`config.mk`:
```
export PLATFORM = sky130hd
export DESIGN_NAME = gate_preact_sequencer
export DESIGN_NICKNAME = d
export VERILOG_FILES = /design/src/rtl/gate_preact_sequencer_pkg.sv /design/src/rtl/gate_mac_stage.sv /design/src/rtl/gate_preact_sequencer.sv
export SDC_FILE = /design/constraint.sdc
export NUM_CORES = 1
export LEC_CHECK = 0
export CAP_MARGIN = 20
export CORE_MARGIN = 4
export CORE_UTILIZATION = 45
export DETAILED_ROUTE_END_ITERATION = 7
export PLACE_DENSITY_LB_ADDON = 0.1
export REMOVE_ABC_BUFFERS = 1
export SETUP_SLACK_MARGIN = 0.05
export SLEW_MARGIN = 20
export SYNTH_ARGS = -nofsm -noshare
export SYNTH_HDL_FRONTEND = slang
export SYNTH_SLANG_ARGS = --single-unit
```
`constraint.sdc`:
```
create_clock -name clk -period 8.3 [get_ports clk]
set_input_delay 0.83 -clock clk [delete_from_list [all_inputs] [get_ports clk]]
set_output_delay 0.83 -clock clk [all_outputs]
set_load 0.03 [all_outputs]
```
`src/rtl/gate_preact_sequencer_pkg.sv`:
```
// Shared definitions for the gate pre-activation sequencer: fixed-point defaults,
// weight-bank select codes and FSM state encoding.
package gate_preact_sequencer_pkg;

  localparam int DEF_DATA_WIDTH  = 8;
  localparam int DEF_FRACT_WIDTH = 5;

  typedef enum logic [1:0] {
    SEL_W0   = 2'd0,
    SEL_W1   = 2'd1,
    SEL_B    = 2'd2,
    SEL_NONE = 2'd3
  } wr_sel_e;

  typedef enum logic {
    IDLE = 1'b0,
    EMIT = 1'b1
  } state_e;

endpackage

```
`src/rtl/gate_mac_stage.sv`:
```
// Combinational gate pre-activation: (x*w0)>>>F + (h*w1)>>>F + b, wrapping at DATA_WIDTH.
module gate_mac_stage #(
  parameter int DATA_WIDTH  = 8,
  parameter int FRACT_WIDTH = 5
) (
  input  logic [DATA_WIDTH-1:0] x,
  input  logic [DATA_WIDTH-1:0] h,
  input  logic [DATA_WIDTH-1:0] w0,
  input  logic [DATA_WIDTH-1:0] w1,
  input  logic [DATA_WIDTH-1:0] b,
  output logic [DATA_WIDTH-1:0] pre
);

  logic signed [2*DATA_WIDTH-1:0] m0, m1;
  logic        [DATA_WIDTH-1:0]   p0, p1;

  assign m0 = $signed(x) * $signed(w0);
  assign m1 = $signed(h) * $signed(w1);

  // Arithmetic shift floors toward -inf; only the low DATA_WIDTH bits survive.
  assign p0 = DATA_WIDTH'(m0 >>> FRACT_WIDTH);
  assign p1 = DATA_WIDTH'(m1 >>> FRACT_WIDTH);

  assign pre = p0 + p1 + b;

endmodule

```
`src/rtl/gate_preact_sequencer.sv`:
```
// Captures one (x, h) sample and streams W0*x + W1*h + b for every gate in order
// over a valid/ready interface; owns the weight bank, capture and output registers.
module gate_preact_sequencer
  import gate_preact_sequencer_pkg::*;
#(
  parameter int DATA_WIDTH  = DEF_DATA_WIDTH,
  parameter int FRACT_WIDTH = DEF_FRACT_WIDTH,
  parameter int N_GATES     = 4,
  parameter int GATE_IDX_W  = 2
) (
  input  logic                  clk,
  input  logic                  rst,
  input  logic                  wr_en,
  input  logic [GATE_IDX_W-1:0] wr_gate,
  input  logic [1:0]            wr_sel,
  input  logic [DATA_WIDTH-1:0] wr_data,
  input  logic                  in_valid,
  output logic                  in_ready,
  input  logic [DATA_WIDTH-1:0] in_x,
  input  logic [DATA_WIDTH-1:0] in_h,
  output logic                  out_valid,
  input  logic                  out_ready,
  output logic [DATA_WIDTH-1:0] out_data,
  output logic [GATE_IDX_W-1:0] out_gate,
  output logic                  out_last
);

  state_e state, state_nx;

  logic [DATA_WIDTH-1:0] w0_bank [N_GATES];
  logic [DATA_WIDTH-1:0] w1_bank [N_GATES];
  logic [DATA_WIDTH-1:0] b_bank  [N_GATES];

  logic [DATA_WIDTH-1:0] x_q, h_q;
  logic [DATA_WIDTH-1:0] mac_x, mac_h, mac_w0, mac_w1, mac_b, pre;
  logic [GATE_IDX_W-1:0] rd_gate;
  logic                  rd_ok;
  logic                  in_ready_c, accept, advance, finish;

  always_ff @(posedge clk) begin
    if (rst) state <= IDLE;
    else     state <= state_nx;
  end

  always_comb begin
    state_nx   = state;
    in_ready_c = 1'b0;
    accept     = 1'b0;
    advance    = 1'b0;
    finish     = 1'b0;
    case (state)
      IDLE: begin
        in_ready_c = 1'b1;
        if (in_valid) begin
          accept   = 1'b1;
          state_nx = EMIT;
        end
      end
      EMIT: begin
        if (out_ready) begin
          if (out_last) begin
            finish   = 1'b1;
            state_nx = IDLE;
          end else begin
            advance  = 1'b1;
          end
        end
      end
      default: state_nx = IDLE;
    endcase
  end

  assign in_ready = in_ready_c & ~rst;

  // In IDLE the MAC works on the live inputs so gate 0 registers on the accept edge.
  assign rd_gate = (state == IDLE) ? '0 : GATE_IDX_W'(out_gate + 1'b1);
  assign rd_ok   = 32'(rd_gate) < N_GATES;
  assign mac_x   = (state == IDLE) ? in_x : x_q;
  assign mac_h   = (state == IDLE) ? in_h : h_q;
  assign mac_w0  = rd_ok ? w0_bank[rd_gate] : '0;
  assign mac_w1  = rd_ok ? w1_bank[rd_gate] : '0;
  assign mac_b   = rd_ok ? b_bank[rd_gate]  : '0;

  gate_mac_stage #(
    .DATA_WIDTH  (DATA_WIDTH),
    .FRACT_WIDTH (FRACT_WIDTH)
  ) u_mac (
    .x   (mac_x),
    .h   (mac_h),
    .w0  (mac_w0),
    .w1  (mac_w1),
    .b   (mac_b),
    .pre (pre)
  );

  always_ff @(posedge clk) begin
    if (rst) begin
      out_valid <= 1'b0;
      out_data  <= '0;
      out_gate  <= '0;
      out_last  <= 1'b0;
      x_q       <= '0;
      h_q       <= '0;
    end else if (accept) begin
      x_q       <= in_x;
      h_q       <= in_h;
      out_valid <= 1'b1;
      out_data  <= pre;
      out_gate  <= '0;
      out_last  <= (N_GATES == 1);
    end else if (advance) begin
      out_data  <= pre;
      out_gate  <= rd_gate;
      out_last  <= (32'(rd_gate) == N_GATES - 1);
    end else if (finish) begin
      out_valid <= 1'b0;
    end
  end

  // Bank reads above see the pre-write contents on a colliding edge.
  always_ff @(posedge clk) begin
    if (rst) begin
      for (int unsigned g = 0; g < N_GATES; g++) begin
        w0_bank[g] <= '0;
        w1_bank[g] <= '0;
        b_bank[g]  <= '0;
      end
    end else if (wr_en && (32'(wr_gate) < N_GATES)) begin
      case (wr_sel_e'(wr_sel))
        SEL_W0:  w0_bank[wr_gate] <= wr_data;
        SEL_W1:  w1_bank[wr_gate] <= wr_data;
        SEL_B:   b_bank[wr_gate]  <= wr_data;
        default: ;
      endcase
    end
  end

endmodule

```
Word level (Yosys, flattened, before mapping)
Memory sizes are Yosys's and may differ from the RTL's.
Cells that the tools add are included.
{"block": "op_classes", "multipliers": 2, "n_reduce_logical": 8, "n_addsub": 3, "bitwise_logic": 3, "n_mux": 42, "n_eq_ne": 4}
{"op": "2-to-1 mux 8 bit", "count": 7}
{"op": "2-to-1 mux 1 bit", "count": 30}
{"op": "multiplier 8 x 8 -> 13 bit", "count": 2}
{"op": "OR reduction 8 bit", "count": 3}
{"op": "adder 8 bit", "count": 2}
{"op": "2-to-1 mux 2 bit", "count": 4}
{"op": "equality test 2 bit, second input constant", "count": 2}
{"op": "nonzero test 2 bit", "count": 2}
{"op": "adder 2 x 1 -> 2 bit, second input constant", "count": 1}
{"op": "equality test 2 x 1 -> 1 bit, second input constant", "count": 1}
{"op": "zero test 2 bit", "count": 1}
{"op": "inequality test 2 bit, second input constant", "count": 1}
{"op": "NOT 1 bit", "count": 2}
{"op": "one-hot mux 1 bit (2 select lines)", "count": 1}
{"op": "AND reduction 2 bit", "count": 1}
{"op": "OR reduction 2 bit", "count": 1}
{"op": "bitwise AND 1 bit", "count": 1}
{"block": "word_totals", "wordCells": 72, "ramBits": 96, "memories": 3, "in_bits": 33, "out_inout_bits": 13, "ff_bits": 29}
{"name": "b_bank", "depth": 4, "width": 8, "read_ports": 1, "rd_clocked_by_memory_dff": 0, "wr": 4, "line": "gate_preact_sequencer.sv:32", "rtl": "logic [DATA_WIDTH-1:0] b_bank [N_GATES];"}
{"name": "w0_bank", "depth": 4, "width": 8, "read_ports": 1, "rd_clocked_by_memory_dff": 0, "wr": 4, "line": "gate_preact_sequencer.sv:30", "rtl": "logic [DATA_WIDTH-1:0] w0_bank [N_GATES];"}
{"name": "w1_bank", "depth": 4, "width": 8, "read_ports": 1, "rd_clocked_by_memory_dff": 0, "wr": 4, "line": "gate_preact_sequencer.sv:31", "rtl": "logic [DATA_WIDTH-1:0] w1_bank [N_GATES];"}

Logic depth before layout (Yosys ltp)
Gate-level depths: netlist (run 1).
An unclocked memory read counts as a cell.
{"block": "logic_depth", "ltp_word": 8, "depth_mapped": 35, "ltp_nobuf": 31}

By module
A second synthesis (run 1) with hierarchy kept.
{"block": "unflattened", "cells_unflattened": 870, "area_unflattened_um2": 9913.3}
{"mod": "gate_preact_sequencer", "area_each_um2": 5640.4, "cells_each": 384, "seq_area_each_um2": 3463.3, "n_inst": 1}
{"mod": "gate_mac_stage", "area_each_um2": 4272.8, "cells_each": 486, "seq_area_each_um2": 0.0, "n_inst": 1}

Worst setup path after synthesis (run 1)
Ideal clock, no wire load.
{"block": "synth_path", "path_kind": "reg2reg", "startpoint": "register out_gate[0]", "endpoint": "register out_data[7]", "t_required_ps": 8221, "stages_incl_launch_ff": 30, "path_buffers": 4, "slack_ps": 707, "setup_ps": 79, "arrival_ps": 7514, "synth_period_minus_slack_ps": 7593, "path_cell_list": "dfxtp_1 -> nand2b_1 -> buf_4 -> buf_6 -> clkbuf_1 -> buf_1 -> nand2_1 -> nand3_1 -> o21ai_1 -> or2_2 -> fa_1 -> fa_1 -> fa_1 -> fa_1 -> inv_1 -> ha_1 -> o21a_1 -> o21a_1 -> or2_2 -> fa_1 -> inv_1 -> ha_1 -> nor2b_1 -> nor3_1 -> o21bai_1 -> a21oi_1 -> xnor2_1 -> xnor2_1 -> xnor3_1 -> o22ai_1"}
{"block": "synth_via", "elab_chain_len": 8, "word_cells_on_any_way": 11, "classes_between": "3 x add/sub; 2 x mul; 3 x mux; 3 x memory"}
{"element": "start: declaration", "line": "gate_preact_sequencer.sv:24", "rtl": "output logic [GATE_IDX_W-1:0] out_gate,"}
{"element": "start signal: assignment", "line": "gate_preact_sequencer.sv:113", "rtl": "out_gate <= rd_gate;"}
{"element": "adder 2 x 1 -> 2 bit (*)", "line": "gate_preact_sequencer.sv:76", "rtl": "assign rd_gate = (state == IDLE) ? '0 : GATE_IDX_W'(out_gate + 1'b1);"}
{"element": "2-to-1 mux 2 bit (*)", "line": "gate_preact_sequencer.sv:76"}
{"element": "memory read (4 x 8 bit) (on tied branches)"}
{"element": "multiplier 8 x 8 -> 13 bit (on tied branches)", "line": "gate_mac_stage.sv:17, gate_mac_stage.sv:18"}
{"element": "adder 8 bit", "line": "gate_mac_stage.sv:24", "rtl": "assign pre = p0 + p1 + b;"}
{"element": "adder 8 bit (*)", "line": "gate_mac_stage.sv:24"}
{"element": "2-to-1 mux 8 bit", "line": "gate_preact_sequencer.sv:111", "rtl": "end else if (advance) begin"}
{"element": "2-to-1 mux 8 bit (*)", "line": "gate_preact_sequencer.sv:104", "rtl": "end else if (accept) begin"}
{"element": "end signal: assignment", "line": "gate_preact_sequencer.sv:108", "rtl": "out_data <= pre;"}
{"element": "end signal: assignment", "line": "gate_preact_sequencer.sv:112", "rtl": "out_data <= pre;"}
{"element": "end: declaration", "line": "gate_preact_sequencer.sv:23", "rtl": "output logic [DATA_WIDTH-1:0] out_data,"}
Mark *: on every way between the ends. The rest lies on a longest branch, timed or not. The select of a mux whose other input is x is not followed.
A chain may end at the register's enable or synchronous reset.

Worst setup path in the final report (run 1)
Same ends and word-level chain as after synthesis.

==> results of run 1 <==
[metal layers]
layer	track usage, %	part of all wire (%)	vias up
met5	0	0	-
met4	5.50	2.1	0
met3	2.65	3.8	27
met2	31.2	47	123
met1	26.8	47	3117
li1	-	-	3127
[critical path, cell delays in order (launching register included)]
cell	delay (ps)
dfxtp_1	450
nand2b_2	470
buf_4	270
mux4_2	640
nor2b_1	200
fa_1	440
inv_1	70
fa_1	400
inv_1	60
ha_1	230
fa_1	460
ha_1	280
a31o_2	230
a21oi_1	240
o21bai_1	100
a21o_1	210
a21o_1	180
a21oi_1	190
xor2_1	110
fa_1	400
xnor2_1	150
xnor2_1	200
xnor2_1	160
xnor2_1	170
xnor3_1	370
xnor2_1	150
xnor3_1	400
o22ai_1	150
[registers in the layout, indices dropped and copies added (netlist names)]
signal / count
b_bank: 32
h_q: 8
out_data: 8
out_gate: 2
out_last: 1
out_valid: 1
state: 1
w0_bank: 32
w1_bank: 32
x_q: 8
[worst max path at each step]
| stage | from | to | slack [ps] | cells past startpoint |
|---|---|---|---|---|
| 6_report | out_gate[0]$_SDFFE_PP0P_ | out_data[7]$_SDFFE_PP0P_ | 830 | 27 |
| 3_3_place_gp | out_gate[0]$_SDFFE_PP0P_ | out_data[7]$_SDFFE_PP0P_ | 870 | 27 |
| 5_1_grt | state$_SDFF_PP0_ | out_data[7]$_SDFFE_PP0P_ | 300 | 30 |
| 2_1_floorplan | state$_SDFF_PP0_ | out_data[7]$_SDFFE_PP0P_ | 100 | 25 |
| 3_5_place_dp | out_gate[0]$_SDFFE_PP0P_ | out_data[7]$_SDFFE_PP0P_ | 780 | 27 |
| 4_1_cts | out_gate[0]$_SDFFE_PP0P_ | out_data[7]$_SDFFE_PP0P_ | 740 | 27 |
[cells by family (layout without fill, tap and decap cells)]
kind of cell	Yosys count	after routing	share of synthesized area, %
AND/OR/NAND/NOR	325	325	16.7
buffers and inverters	169	229	6.59
adder cells (fa/ha/maj)	144	144	25.1
flip-flops	125	125	34.9
AO/OA/AOI/OAI	71	71	5.18
multiplexers	59	59	7.54
XOR/XNOR	41	41	3.90
[synth_stat cells, types with 7 or more instances]
cell	n	area, um^2
nand3_1	9	45.0
ha_1	52	651
edfxtp_1	96	2880
fa_1	92	1840
inv_1	138	518
o21a_1	8	60.1
and3_1	9	56.3
nor2_1	98	368
a21oi_1	11	55.1
nand2b_1	19	119
a22o_1	16	140
nor2b_1	20	125
nand2_1	45	169
dfxtp_1	29	581
nor3_1	8	40.0
mux2_2	12	135
mux2i_1	35	350
xor2_1	11	96.3
or2_2	16	100
o21bai_1	7	52.6
clkbuf_1	25	93.8
and2_1	94	588
mux4_2	11	248
xnor2_1	28	245
[per-stage QoR]
stage | total power (uW) | worst slack, ps
finish | 4820 | 829
CTS | 4890 | 743
detailed placement | 4060 | 781
global route | 5350 | 302
global placement | 4030 | 867
floorplan | 3480 | 96.3
[power by group]
group / total (uW) / internal (uW) / switching (uW)
logic: 3270 / 1680 / 1590
clock network: 801 / 461 / 340
registers: 751 / 730 / 21.0
total: 4820 / 2870 / 1950
[cell type report]
cell class | count | area (um^2) | share of cell area (%)
clock buffers | 17 | 425 | 3.76
clock inverters | 15 | 193 | 1.70
inverters | 138 | 518 | 4.58
multi-input cells | 640 | 5800 | 51.3
flip-flops and latches | 125 | 3460 | 30.6
well taps | 280 | 350 | 3.10
repair buffers | 59 | 556 | 4.91
==> results_dict.tcl, run 1 <==
set metrics [dict create \
    outcome "finished clean" \
    worst_clock_skew_ps 12.9 \
    grt_max_degree 30 \
    final_nets 1158 \
    drive_above_1_share_pct 9.26 \
    io_buffers 45 \
    drv_cap 0 \
    worst-path-max-fanout 17 \
    cts_tree "done" \
    cts_resized 0 \
    setup_viol 0 \
    cp-end-kind "register" \
    fin_crit_sh_pct 90.0 \
    row_count 54 \
    timing.hold.ws_ps 476 \
    stdcell_count 1274 \
    grt_first_pass_wirelength_um 35800 \
    cts_sinks 125 \
    yosysWarningCount 0 \
    clk_path_buf_depth 2 \
    rsz0062_at_grt "no" \
    numCtsBuffers 17 \
    min_delay_path_depth 1 \
    ys_types 46 \
    slew_viol_final 0 \
    drc 0 \
    synth_edf_count 96 \
    critical_path_class "reg -> reg" \
    stdcell_area_um2 11300 \
    ios 46 \
    hold_end "h_q[7]$_SDFFE_PP0P_" \
    crit_path_start_kind "register" \
    layout_common_cells "inv_1, nor2_1, edfxtp_1" \
    utilization_pct 52.0 \
    grt_pass1_vias 6589 \
    leakage_uw 0.00486 \
    synth_flop_cell "edfxtp_1" \
    ir_worst_vdd_uv 580 \
    cts_root_buf "clkbuf_16" \
    antenna_found_initial 0 \
    grt_overflow 0 \
    async_reset_ff_share_pct 0 \
    hpwl_um 16800 \
    fmax_mhz 134 \
    clkSlewWorstSetupHoldPaths_ps 60 \
    cts_setup_buffers 0 \
    tightest_slew_ps 1040 \
    ys_seq_area_share_pct 34.9 \
    syn_avg_cell_area_um2 10.6 \
    place_area_um2 10700 \
    mappedNetlistArea_um2 9920 \
    power_density_nw_per_um2 426 \
    wirelength_um 22100 \
    clkLatencyLatePin_ps 420 \
    grtUsageTotal_pct 19.1 \
    fillers 1950 \
    layout_commonest_cell "inv_1" \
    r2r_start "out_gate[0]$_SDFFE_PP0P_" \
    area_growth_pct 14.0 \
    core_area_um2 21800 \
    cts_hold_buffers 0 \
    finalHoldViolations 0 \
    syn_inst 934 \
    die_w_um 156 \
    cts_max_level 4 \
    die_h_um 156 \
    ant_nets 0 \
    start_util_pct 45.6 \
    drt_iter0_drc 319 \
    slew_headroom_pct 30.0 \
    antenna_cells 0 \
    num_vias 6394 \
    hold_start "h_q[7]$_SDFFE_PP0P_" \
    die-area_um2 24500 \
    place_inst 1242 \
    cp.arrival_ps 7800 \
    first_pass_iters 5 \
    reg2reg_to "out_data[7]$_SDFFE_PP0P_" \
    period_needed_ps 7470 \
    ys_ff_latch 125 \
    required_ps 8630 \
    globalplace.congestion 0.843 \
    rrSetupSlack_ps 830 \
    hp-class "reg -> reg" \
    avgViaCountPerCell 5.02 \
    reg2regPathDepth 27 \
    fin_tns_setup_ps 0 \
    wl_per_cell_um 17.3 \
]
Note: power is estimated with default switching activity, not from simulation.
==> run 2: changes to the inputs <==
--- a/config.mk
+++ b/config.mk
@@ -10,7 +10,6 @@
 export CORE_UTILIZATION = 45
 export DETAILED_ROUTE_END_ITERATION = 7
 export PLACE_DENSITY_LB_ADDON = 0.1
-export REMOVE_ABC_BUFFERS = 1
 export SETUP_SLACK_MARGIN = 0.05
 export SLEW_MARGIN = 20
 export SYNTH_ARGS = -nofsm -noshare
==> results_dict.tcl, run 2 (same netlist as run 1, synthesis figures left out) <==
set metrics [dict create \
    ant_nets 0 \
    layout_commonest_cell "inv_1" \
    avgViaCountPerCell 5.03 \
    die_h_um 156 \
    crit_path_start_kind "register" \
    cts_root_buf "clkbuf_16" \
    top_regs "b_bank (32), w0_bank (32), w1_bank (32)" \
    tightest_slew_ps 915 \
    final_nets 1155 \
    hold_start "h_q[0]$_SDFFE_PP0P_" \
    reg2regPathDepth 25 \
    rrSetupSlack_ps 900 \
    worst-path-max-fanout 17 \
    fin_crit_sh_pct 89.1 \
    period_needed_ps 7400 \
    cts_sinks 125 \
    cts_resized 0 \
    p_sw_uw 1980 \
    power_density_nw_per_um2 427 \
    min_delay_path_depth 1 \
    fin_tns_setup_ps 0 \
    stdcell_count 1271 \
    start_util_pct 45.6 \
    core_area_um2 21800 \
    cp-end-kind "register" \
    crit_buf_inv 3 \
    cts_tree "done" \
    drv_cap 0 \
    grt_first_pass_wirelength_um 36500 \
    p_int_uw 2840 \
    drive_above_1_share_pct 8.98 \
    ios 46 \
    cp.arrival_ps 7730 \
    drc 0 \
    antenna_found_initial 0 \
    hp-class "reg -> reg" \
    area_growth_pct 13.8 \
    pwr-share-seq_pct 15.5 \
    required_ps 8630 \
    globalplace.congestion 0.832 \
    grt_max_degree 30 \
    worst_clock_skew_ps 17.0 \
    synth_fp_nets 1111 \
    place_inst 1239 \
    r2r_start "out_gate[1]$_SDFFE_PP0P_" \
    critical_path_class "reg -> reg" \
    cts_max_level 4 \
    clkPwrFrac_pct 16.5 \
    cts_hold_buffers 0 \
    cts_setup_buffers 0 \
    hpwl_um 16600 \
    antenna_cells 0 \
    switching_share_pct 41.0 \
    finalHoldViolations 0 \
    slew_viol_final 0 \
    reg2reg_to "out_data[7]$_SDFFE_PP0P_" \
    clkSlewWorstSetupHoldPaths_ps 70 \
    cpLargestDelayFamily "adder cells" \
    outcome "finished clean" \
    hold_end "h_q[0]$_SDFFE_PP0P_" \
    ir_worst_vdd_uv 701 \
    num_vias 6396 \
    layout_common_cells "inv_1, nor2_1, edfxtp_1" \
    crit_slowest_cell "o21ai_1" \
    io_buffers 45 \
    leakage_uw 0.00485 \
    setup_viol 0 \
    grt_pass1_vias 6729 \
    die_w_um 156 \
    p_comb_share_pct 68.0 \
    grtUsageTotal_pct 19.4 \
    row_count 54 \
    critPathMaxStageDelay_ps 550 \
    crit_path_frequent_cell "fa_1" \
    wirelength_um 22200 \
    grt_overflow 0 \
    clk_path_buf_depth 2 \
    first_pass_iters 4 \
    fmax_mhz 135 \
    rsz0062_at_grt "no" \
    drt_iter0_drc 321 \
    die-area_um2 24500 \
    slew_headroom_pct 38.9 \
    clkLatencyLatePin_ps 430 \
    wl_per_cell_um 17.5 \
    numCtsBuffers 17 \
]
-- run 2: cell type report --
| type | count | area [um^2] |
|---|---|---|
| Clock buffer | 17 | 425 |
| Clock inverter | 15 | 191 |
| Fill cell | 1999 | 10500 |
| Inverter | 138 | 518 |
| Multi-Input combinational cell | 640 | 5800 |
| Sequential cell | 125 | 3460 |
| Tap cell | 280 | 350 |
| Timing Repair Buffer | 56 | 533 |
-- run 2: power groups by stage --
stage	Combinational [uW]	Sequential [uW]	Clock, uW
finish	3270	748	794
floorplan	2710	781	0
global route	3780	753	834
global placement	3280	762	0
CTS	3310	749	805
detailed placement	3290	762	0
-- run 2: worst max-delay path by stage --
stage                              from                        to  slack (ps)  cells after the start
2_1_floorplan  out_gate[0]$_SDFFE_PP0P_  out_data[7]$_SDFFE_PP0P_         710                     29
3_3_place_gp                    in_x[6]  out_data[7]$_SDFFE_PP0P_         970                     23
3_5_place_dp                    in_x[6]  out_data[7]$_SDFFE_PP0P_         880                     23
4_1_cts        out_gate[1]$_SDFFE_PP0P_  out_data[7]$_SDFFE_PP0P_         890                     25
5_1_grt        out_gate[1]$_SDFFE_PP0P_  out_data[7]$_SDFFE_PP0P_         400                     25
6_report       out_gate[1]$_SDFFE_PP0P_  out_data[7]$_SDFFE_PP0P_         900                     25
-- run 2: routing by layer --
layer | routed length [um] | vias to the layer above | GRT usage, % | share of wire, %
li1 | - | 3126 | - | -
met1 | 10300 | 3139 | 26.9 | 46
met2 | 10800 | 108 | 32.1 | 48
met5 | 0 | - | 0 | 0
met4 | 402 | 0 | 5.00 | 1.8
met3 | 767 | 23 | 3.26 | 3.4
-- run 2: through the flow --
stage          total power [uW]  instance area (um^2)  hold WS, ps  utilization [%]  worst slack (ps)
3_3_place_gp               4040                 10700          452             49.0               968
3_5_place_dp               4050                 10700          455             49.0               882
4_1_cts                    4870                 11300          474             51.9               894
6_report                   4820                 11300          478             51.9               904
2_1_floorplan              3490                  9920          437                -               707
5_1_grt                    5370                 11300          488             51.9               402
==> RTL change 1, RTL diff (flow settings as in run 2) <==
Set the parameter `N_GATES` to 2 (it was 4).
--- a/src/rtl/gate_preact_sequencer.sv
+++ b/src/rtl/gate_preact_sequencer.sv
@@ -6,5 +6,5 @@
   parameter int DATA_WIDTH  = DEF_DATA_WIDTH,
   parameter int FRACT_WIDTH = DEF_FRACT_WIDTH,
-  parameter int N_GATES     = 4,
+  parameter int N_GATES     = 2,
   parameter int GATE_IDX_W  = 2
 ) (
Function: changed (a bounded check fails within 4 cycles, from zero or initial values and one cycle with rst high).
==> RTL change 1 against run 2 <==
Sequential share of layout area fell by 7.4 points; worst setup slack improved by 0.42 ns; largest power group unchanged; synthesized cell count fell by 17%; critical path depth rose by 1; synthesized area fell by 22%; non-clock buffer count fell by 7; die area fell by 21%; highest routed layer unchanged; cell area fell by 23%; via count fell by 18%; power fell by 20%; wire length fell by 23%; sequential cell count fell by 48.
==> RTL change 1: results (changes against run 2) <==
[placement]
place_area_mm2 = 0.00841  ; was 0.0107 mm2
dp.final_hpwl_mm = 14.2  ; was 16.6 mm
preCtsSetupSlack_ns = 1.03  ; was 0.882 ns
gp_congestion = 0.869  ; was 0.832

[run_status]
status = completed  ; unchanged

[power_and_ir_drop]
p_sw_frac = 0.456  ; was 0.410
p_leak_nw = 3.95  ; was 4.85 nW
pwr_density_cell_mw_per_mm2 = 442  ; was 427 mW/mm2
power_clock_mw = 0.391  ; was 0.794 mW

[routing]
wl_per_cell_um = 16.3  ; was 17.5 um
viasPerCell = 5.00  ; was 5.03
drt_iter0_markers = 215  ; was 321
drt_first_pass_iters = 5  ; was 4
wl_mm = 17.1  ; was 22.2 mm

[grt]
grt_pass1_vias = 5545  ; was 6,729
grt_pass1_wl_mm = 28.3  ; was 36.5 mm

[synth]
yosysUniqueCellTypes = 54  ; was 46
ys_seq_area_frac = 0.262  ; was 0.349
synthTopCellsByCount = inv_1 (140), nor2_1 (109), fa_1 (92), and2_1 (54), ha_1 (52)  ; was inv_1 (138), nor2_1 (98), edfxtp_1 (96), and2_1 (94), fa_1 (92)
syn_inst = 779  ; was 934
syn-num-nets = 956  ; was 1,111
synth_area_leaders = fa_1 (24%), edfxtp_1 (19%), ha_1 (8.4%)  ; was edfxtp_1 (29%), fa_1 (19%), ha_1 (6.6%)

[cells_and_area]
nNetsFinal = 1000  ; was 1,155
reg_top3 = b_bank (16), w0_bank (16), w1_bank (16)  ; was b_bank (32), w0_bank (32), w1_bank (32)

[clock_tree]
numCtsBuffers = 9  ; was 17
insertion_delay_ns = 0.36  ; was 0.43 ns

[setup_path]
slowest_delay_ns = 0.65  ; was 0.55 ns
crit_arrival_ns = 7.25  ; was 7.73 ns
cp_max_fo = 24  ; was 17
r2r_cells = 26  ; was 25

[worst_hold_path]
holdCritStartpoint = x_q[7]  ; was h_q[0]

[timing]
skew_ns = 0.0140  ; was 0.0170 ns

## RTL change 1: cell type report
| class | count | area [um2] | area share |
|---|---|---|---|
| sequential | 77 | 2020 | 0.233 |
| clock buffer | 9 | 225 | 0.0259 |
| timing repair buffer | 49 | 480 | 0.0553 |
| inverter | 141 | 529 | 0.0609 |
| multi-input combinational | 545 | 5100 | 0.587 |
| clock inverter | 7 | 57.6 | 0.00662 |
| tap | 220 | 275 | 0.0317 |
## RTL change 1: per-layer routing
layer / track usage / share of wire
met5: 0 / 0
met4: 0.0520 / 0.021
met3: 0.0348 / 0.040
met2: 0.315 / 0.49
met1: 0.241 / 0.45
## RTL change 1: logic make-up after synthesis
| family | synth area share |
|---|---|
| fa+ha+maj | 0.323 |
| compound gates | 0.0639 |
| mux | 0.0579 |
| simple gates | 0.164 |
| xor+xnor | 0.0527 |
| buf+inv | 0.0767 |
| flops | 0.262 |
==> RTL change 2, RTL diff (settings of run 2) <==
Without the edit above. Reset style: asynchronous (`rst`), changed in 3 clocked blocks.
--- a/src/rtl/gate_preact_sequencer.sv
+++ b/src/rtl/gate_preact_sequencer.sv
@@ -38,5 +38,5 @@
   logic                  in_ready_c, accept, advance, finish;
 
-  always_ff @(posedge clk) begin
+  always_ff @(posedge clk or posedge rst) begin
     if (rst) state <= IDLE;
     else     state <= state_nx;
@@ -94,5 +94,5 @@
   );
 
-  always_ff @(posedge clk) begin
+  always_ff @(posedge clk or posedge rst) begin
     if (rst) begin
       out_valid <= 1'b0;
@@ -119,5 +119,5 @@
 
   // Bank reads above see the pre-write contents on a colliding edge.
-  always_ff @(posedge clk) begin
+  always_ff @(posedge clk or posedge rst) begin
     if (rst) begin
       for (int unsigned g = 0; g < N_GATES; g++) begin
Function: changed (a bounded check fails within 4 cycles, from zero or initial values and one cycle with rst high; the reset may be asserted at any time).
==> RTL change 2 against run 2 <==
Synthesized cell count up 0.64%; sequential cell count unchanged; utilization up 0.22 points; count of clock-buffer cells in the layout unchanged; wire length down 3.1%; clock skew up 0.0054 ns; worst setup slack better by 0.023 ns; synthesized area up 0.32%; critical path depth up 5; cell area up 0.43%.
Power is left out: the tool's default activity adds up to more than one toggle a clock period on the data nets, which glitch-free logic cannot reach.
==> RTL change 2: results (changes against run 2) <==
[run_status]
status = completed  ; unchanged

[clock_tree]
numCtsBuffers = 17  ; unchanged
cts_tree = yes  ; unchanged
clk_pin_slew_ns = 0.06
cts_max_level = 4  ; unchanged
cts_setup_buffers = 0  ; unchanged
ctsResizeCount = 0  ; unchanged
insertion_delay_ns = 0.43  ; about the same
ctsRootBufferMaster = clkbuf_16  ; unchanged
cts.path.max_buffers = 2  ; unchanged

[synth]
synth_fa_ha_area_frac = 0.251  ; about the same
yosys.area_share.xor_xnor = 0.0389  ; was 0.0390
async_reset_ff_frac = 1.00  ; was 0
synthTopCellsByCount = inv_1 (152), nor2_1 (126), dfrtp_1 (125), mux2_2 (121), fa_1 (92)  ; was inv_1 (138), nor2_1 (98), edfxtp_1 (96), and2_1 (94), fa_1 (92)
yosysWarnings = 0  ; unchanged
post_synth_mux_area_share = 0.185  ; was 0.0754
ys_seq_area_frac = 0.314  ; was 0.349
synth.largest_area_cell = dfrtp_1  ; was edfxtp_1
synth_area_leaders = dfrtp_1 (31%), fa_1 (19%), mux2_2 (14%)  ; was edfxtp_1 (29%), fa_1 (19%), ha_1 (6.6%)
yosysUniqueCellTypes = 44  ; was 46
syn-num-nets = 1117  ; was 1,111
synth_compound_area_frac = 0.0328  ; was 0.0518

[grt]
antenna_found_initial = 0  ; unchanged
grtUsageTotal = 0.191  ; was 0.194
grt_pass1_vias = 6834  ; was 6,729
grt_pass1_wl_mm = 36.5  ; unchanged
grt_max_degree = 79  ; was 30

[cells_and_area]
reg_top3 = b_bank (32), w0_bank (32), w1_bank (32)  ; unchanged
drive_above_1_share = 0.193  ; was 0.0898
nNetsFinal = 1166  ; was 1,155
n_antenna_cell = 0  ; unchanged
fillerInstances = 2010  ; was 1,999

[timing]
skew_ns = 0.0223  ; was 0.0170 ns
setup_viol = 0  ; unchanged
worstMarginPinSlew_ns = 0.984  ; was 0.915 ns

[routing]
drt_first_pass_iters = 4  ; unchanged
viasPerCell = 5.02  ; was 5.03
wl_per_cell_um = 16.8  ; was 17.5 um
drt_iter0_markers = 289  ; was 321

[placement]
dp.final_hpwl_mm = 16.5  ; was 16.6 mm
place_area_mm2 = 0.0107  ; about the same
io_buffer_count = 45  ; unchanged
gp_congestion = 0.815  ; was 0.832

[setup_path]
critPathTopFamily = adder cells  ; unchanged
crit_arrival_ns = 7.73  ; about the same
slowest_stage = o21ai_0  ; was o21ai_1
slowest_delay_ns = 0.58  ; was 0.55 ns
cp_max_fo = 15  ; was 17

[worst_hold_path]
hp-class = flop to flop  ; unchanged

==> RTL change 2: final cells by class <==
cell class                      count  area [um2]  share of cell area
Timing Repair Buffer               57         561              0.0494
Multi-Input combinational cell    635        6110               0.539
Inverter                          153         577              0.0509
Clock inverter                     14         184              0.0162
Sequential cell                   125        3130               0.276
Clock buffer                       17         425              0.0375
Tap cell                          280         350              0.0309
==> RTL change 2: worst paths after layout <==
kind / endpoint / cells after the start / start / slack, ns
worst max-delay path: out_data[7] / 30 / out_gate[0] / 0.93
worst min-delay path: out_data[1] / 2 / out_data[1] / 0.46
max in group asynchronous: w0_bank[18] / 4 / rst / 6.30
min in group asynchronous: out_data[4] / 2 / rst / 0.88
worst max register to register: out_data[7] / 30 / out_gate[0] / 0.93
worst min register to register: out_data[1] / 2 / out_data[1] / 0.46
==> RTL change 2: layer usage <==
| layer | vias up | global-route usage | part of all wire | routed length [um] |
|---|---|---|---|---|
| met5 | - | 0 | 0 | 0 |
| met3 | 11 | 0.0357 | 0.026 | 571 |
| met1 | 3247 | 0.270 | 0.49 | 10500 |
| li1 | 3096 | - | - | - |
| met4 | 0 | 0.0372 | 0.0087 | 187 |
| met2 | 72 | 0.312 | 0.48 | 10300 |
==> RTL change 2: metrics by stage <==
step / setup slack, ns / hold slack [ns] / cells / utilization
floorplan: 1.13 / 0.474 / 940 / -
global placement: 0.914 / 0.453 / 1249 / 0.492
detailed placement: 0.851 / 0.455 / 1249 / 0.492
CTS: 0.808 / 0.469 / 1280 / 0.520
global route: 0.402 / 0.481 / 1281 / 0.521
finish: 0.927 / 0.463 / 1281 / 0.521
